===== src/rtl/formation_motion_controller.sv =====
// Alien formation pacing: counts frame ticks, steps/drops the formation origin,
// and latches the terminal landed / cleared conditions.
module formation_motion_controller #(
  parameter int NUM_ROWS         = 2,
  parameter int NUM_COLUMNS      = 4,
  parameter int ALIEN_SPACING_X  = 64,
  parameter int ALIEN_SPACING_Y  = 32,
  parameter int ALIEN_WIDTH      = 32,
  parameter int ALIEN_HEIGHT     = 16,
  parameter int START_X          = 100,
  parameter int START_Y          = 50,
  parameter int SCREEN_WIDTH     = 640,
  parameter int STEP_X           = 8,
  parameter int DROP_Y           = 16,
  parameter int LAND_Y           = 400,
  parameter int MIN_PERIOD       = 2,
  parameter int PERIOD_PER_ALIEN = 2
) (
  input  logic                                  clk,
  input  logic                                  rst_n,
  input  logic                                  frame_tick,
  input  logic                                  enable,
  input  logic [NUM_ROWS-1:0][NUM_COLUMNS-1:0]  alive_matrix,
  output logic [15:0]                           formation_x,
  output logic [15:0]                           formation_y,
  output logic                                  movement_direction,
  output logic                                  step_pulse,
  output logic                                  dropped,
  output logic                                  landed,
  output logic                                  cleared
);
  localparam int CW = (NUM_COLUMNS > 1) ? $clog2(NUM_COLUMNS) : 1;
  localparam int RW = (NUM_ROWS > 1) ? $clog2(NUM_ROWS) : 1;
  localparam int NW = $clog2(NUM_ROWS*NUM_COLUMNS + 1);

  typedef enum logic [1:0] {RUN, LANDED, CLEARED} state_e;

  state_e            state_q, state_d;
  logic [15:0]       tick_cnt_q, tick_cnt_d;
  logic [15:0]       x_q, x_d, y_q, y_d;
  logic              dir_q, dir_d, step_q, step_d, drop_q, drop_d;

  logic [NW-1:0]          alive_count;
  logic [CW-1:0]          leftmost_col, rightmost_col;
  logic [RW-1:0]          bottom_row;
  logic [NUM_COLUMNS-1:0] col_any;
  logic [15:0]            period;
  logic [16:0]            left_edge, right_edge, land_edge, tick_nxt;
  logic                   due, hit_edge;

  always_comb begin
    alive_count   = '0;
    leftmost_col  = '0;
    rightmost_col = '0;
    bottom_row    = '0;
    col_any       = '0;
    for (int r = 0; r < NUM_ROWS; r++) begin
      for (int c = 0; c < NUM_COLUMNS; c++)
        alive_count = alive_count + NW'(alive_matrix[r][c]);
      if (|alive_matrix[r]) bottom_row = RW'(r);
      col_any = col_any | alive_matrix[r];
    end
    for (int c = NUM_COLUMNS-1; c >= 0; c--)
      if (col_any[c]) leftmost_col = CW'(c);
    for (int c = 0; c < NUM_COLUMNS; c++)
      if (col_any[c]) rightmost_col = CW'(c);
  end

  assign period     = 16'(MIN_PERIOD) + 16'(alive_count) * 16'(PERIOD_PER_ALIEN);
  assign left_edge  = {1'b0, x_q} + 17'(leftmost_col) * 17'(ALIEN_SPACING_X);
  assign right_edge = {1'b0, x_q} + 17'(rightmost_col) * 17'(ALIEN_SPACING_X) + 17'(ALIEN_WIDTH);
  // Bottom edge evaluated at the post-drop Y so landing coincides with the drop.
  assign land_edge  = {1'b0, y_q} + 17'(DROP_Y) + 17'(bottom_row) * 17'(ALIEN_SPACING_Y)
                    + 17'(ALIEN_HEIGHT);
  assign tick_nxt   = {1'b0, tick_cnt_q} + 17'd1;
  assign due        = tick_nxt >= {1'b0, period};
  assign hit_edge   = dir_q ? (right_edge + 17'(STEP_X) > 17'(SCREEN_WIDTH))
                            : (left_edge < 17'(STEP_X));

  always_comb begin
    state_d    = state_q;
    tick_cnt_d = tick_cnt_q;
    x_d        = x_q;
    y_d        = y_q;
    dir_d      = dir_q;
    step_d     = 1'b0;
    drop_d     = 1'b0;
    case (state_q)
      RUN: begin
        if (alive_count == '0) begin
          state_d = CLEARED;
        end else if (frame_tick && enable) begin
          if (due) begin
            tick_cnt_d = '0;
            step_d     = 1'b1;
            if (hit_edge) begin
              drop_d = 1'b1;
              y_d    = y_q + 16'(DROP_Y);
              dir_d  = ~dir_q;
              if (land_edge >= 17'(LAND_Y)) state_d = LANDED;
            end else if (dir_q) begin
              x_d = x_q + 16'(STEP_X);
            end else begin
              x_d = x_q - 16'(STEP_X);
            end
          end else begin
            tick_cnt_d = tick_nxt[15:0];
          end
        end
      end
      default: ;
    endcase
  end

  always_ff @(posedge clk or negedge rst_n) begin
    if (!rst_n) begin
      state_q    <= RUN;
      tick_cnt_q <= '0;
      x_q        <= 16'(START_X);
      y_q        <= 16'(START_Y);
      dir_q      <= 1'b1;
      step_q     <= 1'b0;
      drop_q     <= 1'b0;
    end else begin
      state_q    <= state_d;
      tick_cnt_q <= tick_cnt_d;
      x_q        <= x_d;
      y_q        <= y_d;
      dir_q      <= dir_d;
      step_q     <= step_d;
      drop_q     <= drop_d;
    end
  end

  assign formation_x        = x_q;
  assign formation_y        = y_q;
  assign movement_direction = dir_q;
  assign step_pulse         = step_q;
  assign dropped            = drop_q;
  assign landed             = (state_q == LANDED);
  assign cleared            = (state_q == CLEARED);
endmodule


===== config.mk =====
export PLATFORM = sky130hd
export DESIGN_NAME = formation_motion_controller
export DESIGN_NICKNAME = d
export VERILOG_FILES = /design/src/rtl/formation_motion_controller.sv
export SDC_FILE = /design/constraint.sdc
export NUM_CORES = 1
export LEC_CHECK = 0
export ABC_CLOCK_PERIOD_IN_PS = 3200
export BUFFER_PORTS_ARGS = -buffer_cell sky130_fd_sc_hd__clkbuf_2
export CAP_MARGIN = 20
export CORE_MARGIN = 1
export CORE_UTILIZATION = 59
export DETAILED_ROUTE_END_ITERATION = 10
export GPL_TIMING_DRIVEN = 0
export PLACE_DENSITY = 0.81
export SKIP_LAST_GASP = 1
export SLEW_MARGIN = 0
export SYNTH_ARGS = -nofsm -noshare
export SYNTH_HDL_FRONTEND = slang
export SYNTH_SLANG_ARGS = --single-unit

===== constraint.sdc =====
create_clock -name clk -period 3.2 [get_ports clk]
set_input_delay 0.32 -clock clk [delete_from_list [all_inputs] [get_ports clk]]
set_output_delay 0.32 -clock clk [all_outputs]
set_load 0.02 [all_outputs]

==> results.md <==
* Status: complete, but fails checks
* Failing checks: negative setup slack
* Core area at 6060 um^2
* Setup CP Type: input port to flip-flop
* Post-synth top area share at 27.0%
* Final setup margin at -1470 ps
* Flops & latches, synth at 46
* CTS buffer count at 5
* Count of cell types in the netlist at 67
* Longest Clk Path Bufs at 2
* Clock sinks at 46
* First-pass GRT wire length at 14.5 mm
* Clock power frac at 12.3%
* Net Sw Power at around 1.4 mW
* Antenna fix cells at 0
* # DRC at 0
* Cell Pwr Density at 686 nW/um^2
* Htree depth at 2
* Worst path cell trace: buf_8 > inv_8 > fa_1 > fa_1 > fa_1 > inv_1 > ha_2 > fa_2 > inv_2 > nor2_4 > nand3b_1 > o21ai_1 > a32oi_1 > ha_1 > o311ai_1 > a221o_1 > o211ai_4 > o21bai_4 > buf_4 > or3b_4 > xnor2_1
* Fillers at 430
* Hold WS at ~500 ps
* Die Ht at 82.3 um
* Worst vdd ir at 747 uV
* Die width at 82.3 um
* Post-layout nets at 535
* Placed cells at 534
* GRT Overall Usage at 28.2%
* Slew @ Worst Pin at roughly 710 ps
* Combinational Power Share at 62.8%
* Worst skew pair latency at roughly 300 ps
* Synth top area cells: dfrtp_1 27%, ha_1 9.9%, xnor2_1 6.2%
* Detailed Place HPWL at slightly above 6 mm
* # rows at 28
* CP startpoint kind: input port
* Reg power frac at between 20 and 25%
* Final worst path period share at 146%
* RR Endpoint: formation_x[14]
* Mapped Cells at 412
* Die Area at 6780 um^2
* Main flop type after synthesis: dfrtp_1
* WP buf/inv at 5
* Initial DRC count at 133
* Port bufs at 41
* Flop2flop setup slack at -100 ps
* Layout cells sized above 1 at 28.9%
* Vias per inst at 6.02
* Clk Tree Root Cell: clkbuf_8
* Io pins at a little under 50
* Layout area overhead at 23.3%
* TritonCTS clock tree: yes
* Finished Layout Cells at 563
* Area of the multi-input gates at 2630 um^2
* Clock skew after layout at 14.8 ps
* RSZ-0062 raised after global routing: true
* Internal power at approximately 1.8 mW
* Static leakage at 2.21 nW
* Initial antenna violation count at 0
* Crit path time final at 4670 ps
* Max-cap violations at 0
* Post-route ant nets at 0
* WL per Instance at 15.8 um
* Max Fanout on Critical Path at 4
* Post-synth top cells: 41 x dfrtp_1, 31 x nor2_1, 30 x ha_1, 30 x inv_1, 27 x xnor2_1
* CP max-delay cell: fa_2
* Clock slew at reported path FFs at 90 ps
* Grt total ovfl at 0
* Via Count at 3392
* R2r startpoint: formation_x[6]
* Largest net degree at the start of global routing at 30
* CP arrival at slightly below 5000 ps
* CP max stage delay at approximately 570 ps
* Slew Viols, Final at 0
* CP Data Required Time at 3380 ps
* Post-synthesis sequential area ratio at 30.4%
* Worst Reg-to-Reg Cells at 11
* DR pass1 iterations at 4
* Final Hold Vio Count at 0
* Cell mode on critical path: fa_1
* Max_slew headroom at about half
* Peak Freq at 214 MHz
* Endpoints failing setup at 46
* Top delay family on crit path: adder cells
* Post-Syn Area at between 3000 and 4000 um^2
* RD Place Congestion at between 0.8 and 0.9
* Top-count cell post-synth: dfrtp_1
* CP Capture Type: flip-flop
* Average size of a mapped cell at 9.24 um^2
* Ys async rst share at 100%
* EDFF count, synth at 0
* Vias in the first global route at 3174
* Total Wirelength at just under 9 mm
* Ys Warns at 0
* Type of the worst min-delay path: input port to asynchronous set/reset pin
* Starting Density at 62.8%
* Reg area at 1160 um^2
* Yosys top cell by area: dfrtp_1
* Switching part of the total at between 40% and 50%
[layer usage]
metal | wire length [um] | track usage, % | vias to the layer above
met2 | 4510 | 48.0 | 104
met1 | 3860 | 35.5 | 1636
li1 | - | - | 1636
met4 | 165 | 11.1 | 0
met3 | 361 | 4.73 | 16
met5 | 0 | 0 | -
[cell families after synthesis]
kind of cell	after synthesis	share of synthesized area (%)
adder cells (fa/ha/maj)	36	13.0
XOR/XNOR	33	7.59
buffers and inverters	46	5.59
AND/OR/NAND/NOR	153	22.6
flip-flops	46	30.4
multiplexers	13	4.54
AO/OA/AOI/OAI	83	16.1
other	2	0.197
[flip-flops by register name (all words and copies together) (netlist names)]
name	flops
dropped	1
movement_direction	1
tick_cnt_q	16
formation_y	12
step_pulse	1
formation_x	13
state_q	2
[per-stage QoR]
stage,area [um^2],worst slack [ps],utilization (%),total power [mW],setup TNS [ps]
finish,4690,-1470,77.4,3.22,-51550
global route,4690,-1620,77.4,3.50,-59010
CTS,4580,-1430,75.5,3.16,-53300
detailed placement,4210,-1870,69.5,2.65,-68300
global placement,4190,-1780,69.1,2.58,-64640
floorplan,3890,-1340,-,2.29,-45180
[cells in the final DEF, fill, tap and decap left out, drive strengths merged, types with 4 or more instances in the layout]
master | netlist | layout
inv | 30 | 30
dfstp | 5 | 5
conb | 2 | 7
nand3b | 7 | 7
mux2 | 10 | 10
nand4 | 14 | 14
nor2b | 5 | 5
xor2 | 6 | 6
or3 | 7 | 7
a21oi | 16 | 16
xnor2 | 27 | 27
nand2 | 18 | 18
fa | 6 | 6
buf | 13 | 36
dfrtp | 41 | 41
a21o | 5 | 5
o21ai | 16 | 16
and3 | 9 | 9
nor4 | 6 | 6
clkbuf | 3 | 49
nor2 | 32 | 32
a2111oi | 4 | 4
o21a | 6 | 6
nor3 | 9 | 9
nand4b | 5 | 5
nand2b | 4 | 4
ha | 30 | 30
and2 | 13 | 13
o21bai | 4 | 4
o31ai | 4 | 4
nand3 | 13 | 13
[power by group through the flow]
stage / Sequential, mW / Clock (mW) / Combinational, mW
after CTS: 0.798 / 0.406 / 1.95
after global routing: 0.818 / 0.431 / 2.25
after floorplan: 0.846 / 0 / 1.44
after detailed placement: 0.804 / 0 / 1.85
final: 0.802 / 0.397 / 2.02
after global placement: 0.800 / 0 / 1.79
[cell type report]
type | count | area share (%)
Buffer | 14 | 2.16
Timing Repair Buffer | 65 | 10.4
Sequential cell | 46 | 24.7
Clock buffer | 7 | 2.05
Inverter | 30 | 2.61
Clock inverter | 1 | 0.187
Tap cell | 75 | 2.00
Multi-Input combinational cell | 325 | 55.9
[how the worst max path moves through the flow]
stage	start	endpoint	slack [ps]	cells after the start
floorplan	alive_matrix[0]	formation_x[10]	-1340	20
global placement	alive_matrix[0]	formation_x[8]	-1780	21
detailed placement	alive_matrix[0]	formation_x[11]	-1870	21
CTS	alive_matrix[3]	formation_y[6]	-1430	21
global route	alive_matrix[0]	formation_y[6]	-1620	21
finish	alive_matrix[0]	formation_y[6]	-1470	21
[repair_timing]
action	4_1_cts	5_1_grt
buffers inserted	14	6
setup endpoints to repair	45	46
gates resized for setup	29	23
cloned	2	1
hold buffers	1	0
hold endpoints to repair	15	0
pin swaps	13	16
No activity file was read; power rests on OpenSTA's default activity.
